--- src/rtl/retire_unit.sv ---
// retire_unit: in-order retirement buffer for a two-wide dispatch machine.
//
// Entries are allocated at the tail by dispatch, marked done by execution
// completion reports, and retired from the head in program order, at most
// two per cycle. Retiring an entry hands its superseded physical register
// back to the renamer through registered free outputs.
//
// Ports:
//   clk_i, rst_i                    clock, synchronous active-high reset
//   alloc0_i / alloc1_i             dispatch slot 0/1 requests an entry
//   has_old0_i / has_old1_i         slot carries an old preg to free
//   old_dest0_i / old_dest1_i       superseded preg for each slot
//   cmpl_en0_i/1_i, cmpl_tag0_i/1_i completion reports
//   tag0_o / tag1_o                 tags handed to slot 0 / slot 1
//   rob_full_o / rob_empty_o        occupancy status
//   en_free_reg0_o/1_o, free_reg0_o/1_o  registered free requests
module retire_unit #(
  parameter int NUM_P_REGS = 64,
  parameter int ROB_DEPTH  = 16
) (
  input  logic                          clk_i,
  input  logic                          rst_i,
  input  logic                          alloc0_i,
  input  logic                          alloc1_i,
  input  logic                          has_old0_i,
  input  logic                          has_old1_i,
  input  logic [$clog2(NUM_P_REGS)-1:0] old_dest0_i,
  input  logic [$clog2(NUM_P_REGS)-1:0] old_dest1_i,
  input  logic                          cmpl_en0_i,
  input  logic                          cmpl_en1_i,
  input  logic [$clog2(ROB_DEPTH)-1:0]  cmpl_tag0_i,
  input  logic [$clog2(ROB_DEPTH)-1:0]  cmpl_tag1_i,
  output logic [$clog2(ROB_DEPTH)-1:0]  tag0_o,
  output logic [$clog2(ROB_DEPTH)-1:0]  tag1_o,
  output logic                          rob_full_o,
  output logic                          rob_empty_o,
  output logic                          en_free_reg0_o,
  output logic                          en_free_reg1_o,
  output logic [$clog2(NUM_P_REGS)-1:0] free_reg0_o,
  output logic [$clog2(NUM_P_REGS)-1:0] free_reg1_o
);

  localparam int TW = $clog2(ROB_DEPTH);
  localparam int PW = $clog2(NUM_P_REGS);
  localparam int CW = $clog2(ROB_DEPTH + 1);

  logic [TW-1:0]        head_reg, tail_reg;
  logic [CW-1:0]        count_reg;
  logic [ROB_DEPTH-1:0] valid_reg, valid_next;
  logic [ROB_DEPTH-1:0] done_reg, done_next;
  logic [ROB_DEPTH-1:0] has_old_reg;
  logic [PW-1:0]        old_dest_reg [ROB_DEPTH];

  logic          acc0, acc1;
  logic          ret0, ret1;
  logic [TW-1:0] head1;
  logic [TW-1:0] wa0, wa1;

  // Full leaves room for a whole two-wide group, so dispatch is all-or-nothing.
  assign rob_full_o  = count_reg > CW'(ROB_DEPTH - 2);
  assign rob_empty_o = (count_reg == '0);

  assign acc0 = alloc0_i & ~rob_full_o;
  assign acc1 = alloc1_i & ~rob_full_o;

  // Slot 1 packs down to the tail when slot 0 is idle.
  assign wa0 = tail_reg;
  assign wa1 = tail_reg + TW'(acc0);

  assign tag0_o = tail_reg;
  assign tag1_o = tail_reg + TW'(alloc0_i);

  assign head1 = head_reg + TW'(1);
  assign ret0  = valid_reg[head_reg] & done_reg[head_reg];
  assign ret1  = ret0 & valid_reg[head1] & done_reg[head1];

  // Per-entry next-state for the valid/done flags. Allocation can never hit
  // an entry that is retiring or valid, because fullness reserves two slots.
  for (genvar gi = 0; gi < ROB_DEPTH; gi++) begin : g_entry
    logic hit_ret, hit_wr, hit_cmpl;
    assign hit_ret  = (ret0 && head_reg == TW'(gi)) || (ret1 && head1 == TW'(gi));
    assign hit_wr   = (acc0 && wa0 == TW'(gi)) || (acc1 && wa1 == TW'(gi));
    // Completions to entries that are not in flight are dropped.
    assign hit_cmpl = valid_reg[gi] &&
                      ((cmpl_en0_i && cmpl_tag0_i == TW'(gi)) ||
                       (cmpl_en1_i && cmpl_tag1_i == TW'(gi)));
    assign valid_next[gi] = hit_wr | (valid_reg[gi] & ~hit_ret);
    assign done_next[gi]  = hit_wr ? 1'b0 : (done_reg[gi] | hit_cmpl);
  end

  always_ff @(posedge clk_i) begin
    if (rst_i) begin
      head_reg       <= '0;
      tail_reg       <= '0;
      count_reg      <= '0;
      valid_reg      <= '0;
      done_reg       <= '0;
      en_free_reg0_o <= 1'b0;
      en_free_reg1_o <= 1'b0;
      free_reg0_o    <= '0;
      free_reg1_o    <= '0;
    end else begin
      valid_reg <= valid_next;
      done_reg  <= done_next;
      tail_reg  <= tail_reg + TW'(acc0) + TW'(acc1);
      head_reg  <= head_reg + TW'(ret0) + TW'(ret1);
      count_reg <= count_reg + CW'(acc0) + CW'(acc1) - CW'(ret0) - CW'(ret1);
      // Enables pulse for one cycle; the preg values hold between retirements.
      en_free_reg0_o <= ret0 & has_old_reg[head_reg];
      en_free_reg1_o <= ret1 & has_old_reg[head1];
      if (ret0) free_reg0_o <= old_dest_reg[head_reg];
      if (ret1) free_reg1_o <= old_dest_reg[head1];
    end
  end

  // Payload storage needs no reset: it is only read behind a valid entry.
  always_ff @(posedge clk_i) begin
    if (!rst_i) begin
      if (acc0) begin
        has_old_reg[wa0]  <= has_old0_i;
        old_dest_reg[wa0] <= old_dest0_i;
      end
      if (acc1) begin
        has_old_reg[wa1]  <= has_old1_i;
        old_dest_reg[wa1] <= old_dest1_i;
      end
    end
  end

endmodule

--- config.mk ---
export PLATFORM = sky130hd
export DESIGN_NAME = retire_unit
export DESIGN_NICKNAME = d
export VERILOG_FILES = /design/src/rtl/retire_unit.sv
export SDC_FILE = /design/constraint.sdc
export NUM_CORES = 1
export LEC_CHECK = 0
export ABC_AREA = 1
export BUFFER_PORTS_ARGS = -buffer_cell sky130_fd_sc_hd__buf_4
export CAP_MARGIN = 5
export CELL_PAD_IN_SITES_DETAIL_PLACEMENT = 1
export CELL_PAD_IN_SITES_GLOBAL_PLACEMENT = 1
export CORE_ASPECT_RATIO = 0.9
export CORE_MARGIN = 3
export CORE_UTILIZATION = 49
export DETAILED_ROUTE_END_ITERATION = 10
export HOLD_SLACK_MARGIN = 0.08
export MAX_ROUTING_LAYER = met4
export PLACE_DENSITY = 0.93
export SLEW_MARGIN = 30
export SYNTH_ARGS = -nofsm -noshare
export SYNTH_HDL_FRONTEND = slang
export SYNTH_SLANG_ARGS = --single-unit
--- constraint.sdc ---
create_clock -name clk_i -period 7.5 [get_ports clk_i]
set_input_delay 0.375 -clock clk_i [delete_from_list [all_inputs] [get_ports clk_i]]
set_output_delay 0.375 -clock clk_i [all_outputs]
set_load 0.1 [all_outputs]
==> results.py <==
metrics = {
    "worst_hold_path": {
        "hold_class": "in2reg",
    },
    "clocking": {
        "cts_made_buffers": 17,
        "cts_hold_buf": 0,
        "clkSlewWorstSetupHoldPaths_ps": 80,
        "clk-insertion-delay-late_ps": 470,
        "cts_root_buffer": "clkbuf_16",
        "cts.path.max_buffers": 2,
        "post-cts-setup-buffer-count": 0,
        "cts_sinks": 171,
        "cts-htree-levels": 4,
        "cts-resized-gates": 0,
        "cts_tree": "built",
    },
    "critical_path": {
        "cp_max_fo": 80,
        "cp_num_buf_inv": 2,
        "path_class": "reg2reg",
        "required_ps": 7860,
        "crit_slowest_cell": "dfxtp_4",
        "arrival_ps": 5890,
        "cpMostUsedCell": "nand2_1",
        "start_kind": "flip-flop",
        "end_kind": "flip-flop",
        "crit_chain": "inv_4 -> ha_1 -> inv_1 -> nand3_1 -> nand2_1 -> nand2_1 -> nand2_1 -> nand2_1 -> nand3_2 -> nand3_1 -> nor2_2 -> nor2_1 -> ha_1 -> fa_1 -> ha_1 -> fa_1 -> o21ai_0 -> a21oi_1",
        "max_stage_delay_ps": 930,
        "crit_family": "adder cells",
    },
    "place": {
        "gp_congestion": 0.9460,
        "place_ws_ps": 2132,
        "hpwl_microns": 30740,
        "numPortBuffers": 51,
    },
    "sta": {
        "setup_slack_ps": 1964,
        "period_needed_ps": 5536,
        "fin_skew_ps": 13.04,
        "slew_headroom": 0.3908,
        "finalCritPeriodShare": 0.7381,
        "worstMarginPinSlew_ps": 912.8,
        "final.setup.tns_ps": 0,
        "fmax_mhz": 180.6,
        "rsz0062_at_grt": "false",
        "finalSetupViolations": 0,
        "timing.final.max_slew_violations": 0,
        "hold_viol": 0,
        "holdWs_ps": 337.6,
    },
    "finish": {
        "fin_nets": 1737,
        "area_growth_syn_to_layout_pct": 7.198,
        "largest_reg_flops": 96,
        "diodes": 0,
        "drive_above_1_share": 0.06474,
        "fill_cells": 3036,
    },
    "global_route": {
        "antenna_found_initial": 0,
        "grt_overflow": 0,
        "grt_max_degree": 94,
        "gr-usage-met3": 0.07431,
        "gr-usage-met2": 0.5279,
        "use_met1": 0.4787,
        "grt_pass1_vias": 11870,
        "grt_util_all_layers": 0.3528,
        "grt_pass1_wl_microns": 67850,
        "busiest_layer": "met2",
    },
    "route": {
        "wl_per_cell_microns": 22.13,
        "drc": 0,
        "first_iter_violations": 1519,
        "viasPerCell": 6.030,
        "dr.pass1.iters": 5,
        "num_vias": 12040,
        "drtAntennaViolNets": 0,
        "finalWirelength_microns": 44180,
    },
    "yosys": {
        "ys.flop_type": "edfxtp_1",
        "synthTopCellsByArea": "edfxtp_1 29%, nand2_1 17%, dfxtp_1 10%",
        "synth.most_common_cell": "nand2_1",
        "synth_edf_count": 112,
        "yosysWarnings": 0,
        "ys_types": 42,
        "syn_area_per_cell_sq_um": 6.766,
        "yosys.area.top_type_share": 0.2897,
        "synth_fp_nets": 1767,
        "yosysTopAreaCell": "edfxtp_1",
        "synth_seq_cells": 171,
        "synthTopCellsByCount": "515 x nand2_1, 227 x inv_1, 185 x o21ai_0",
        "ys_seq_area_frac": 0.3914,
        "synth-async-reset-ratio": 0,
        "syn-cell-area_sq_um": 11610,
        "syn_inst": 1716,
    },
    "floorplan": {
        "io_pins": 52,
        "core-area_sq_um": 22900,
        "die_y_microns": 152.0,
        "start_util": 0.5070,
        "die_x_microns": 168.3,
        "die_area_sq_um": 25580,
        "row_count": 52,
    },
    "power": {
        "power_density_nw_per_um2": 233.4,
        "leakagePower_nw": 5.794,
        "ir_worst_vdd_uv": 335.1,
        "totalPowerFinal_mw": 2.905,
    },
    "status": {
        "status": "finished, final reports clean",
    },
    "run": {
        "drv_cap": 0,
    },
}
==> through the flow <==
stage | utilization | instance area, sq um | std cells
3_5_place_dp | 0.5177 | 11860 | 1964
5_1_grt | 0.5435 | 12450 | 1996
2_1_floorplan | - | 11610 | 1716
6_report | 0.5435 | 12450 | 1996
4_1_cts | 0.5433 | 12440 | 1996
3_3_place_gp | 0.5177 | 11860 | 1964
==> per-layer routing <==
layer	vias to the layer above	part of all wire
li1	5486	-
met1	5843	0.42
met2	602	0.45
met3	105	0.098
met4	0	0.032
met5	-	0
==> cells by family after synthesis <==
family | synth area share
xor+xnor | 0.006897
fa+ha+maj | 0.02672
flops | 0.3914
compound gates | 0.1441
simple gates | 0.3063
buf+inv | 0.1247
==> layout by cell type, fill, tap and decap left out, types with 3 or more instances in the layout <==
master / n
a21oi_1: 94
a22oi_1: 3
buf_4: 58
clkbuf_16: 17
clkinv_1: 4
clkinvlp_4: 4
dfxtp_1: 57
edfxtp_1: 112
fa_1: 3
ha_1: 20
inv_1: 227
inv_6: 4
nand2_1: 515
nand3_1: 133
nand4_1: 26
nor2_1: 145
nor2_2: 6
nor3_1: 18
o211ai_1: 9
o21ai_0: 185
o21ai_1: 5
o22ai_1: 17
xor2_1: 5
==> where the power goes <==
group          switching [mW]  internal, mW
sequential             0.0670          1.09
clock                   0.446         0.496
combinational           0.612         0.194
==> tightest hold or removal path: stages <==
cell and delay, ps:
buf_4 160, o21ai_0 110, inv_1 50
==> path summary, 6_finish.rpt <==
| path | depth (start not counted) | slack [ps] | startpoint | to |
|---|---|---|---|---|
| min reg2reg | 2 | 470 | free_reg0_o[2] | free_reg0_o[2] |
| max | 18 | 1960 | head_reg[0] | count_reg[3] |
| max reg2reg | 18 | 1960 | head_reg[0] | count_reg[3] |
| min | 3 | 340 | has_old1_i | has_old_reg[9] |
==> final cells by class <==
class / instances / area [sq um] / share of cell area
timing repair buffer: 59 / 446.7 / 0.03589
sequential: 171 / 4549 / 0.3655
clock inverter: 15 / 161.4 / 0.01297
inverter: 232 / 873.3 / 0.07017
tap: 297 / 371.6 / 0.02986
clock buffer: 17 / 425.4 / 0.03418
multi-input combinational: 1205 / 5619 / 0.4514
Note: power is estimated with default switching activity, not from simulation.
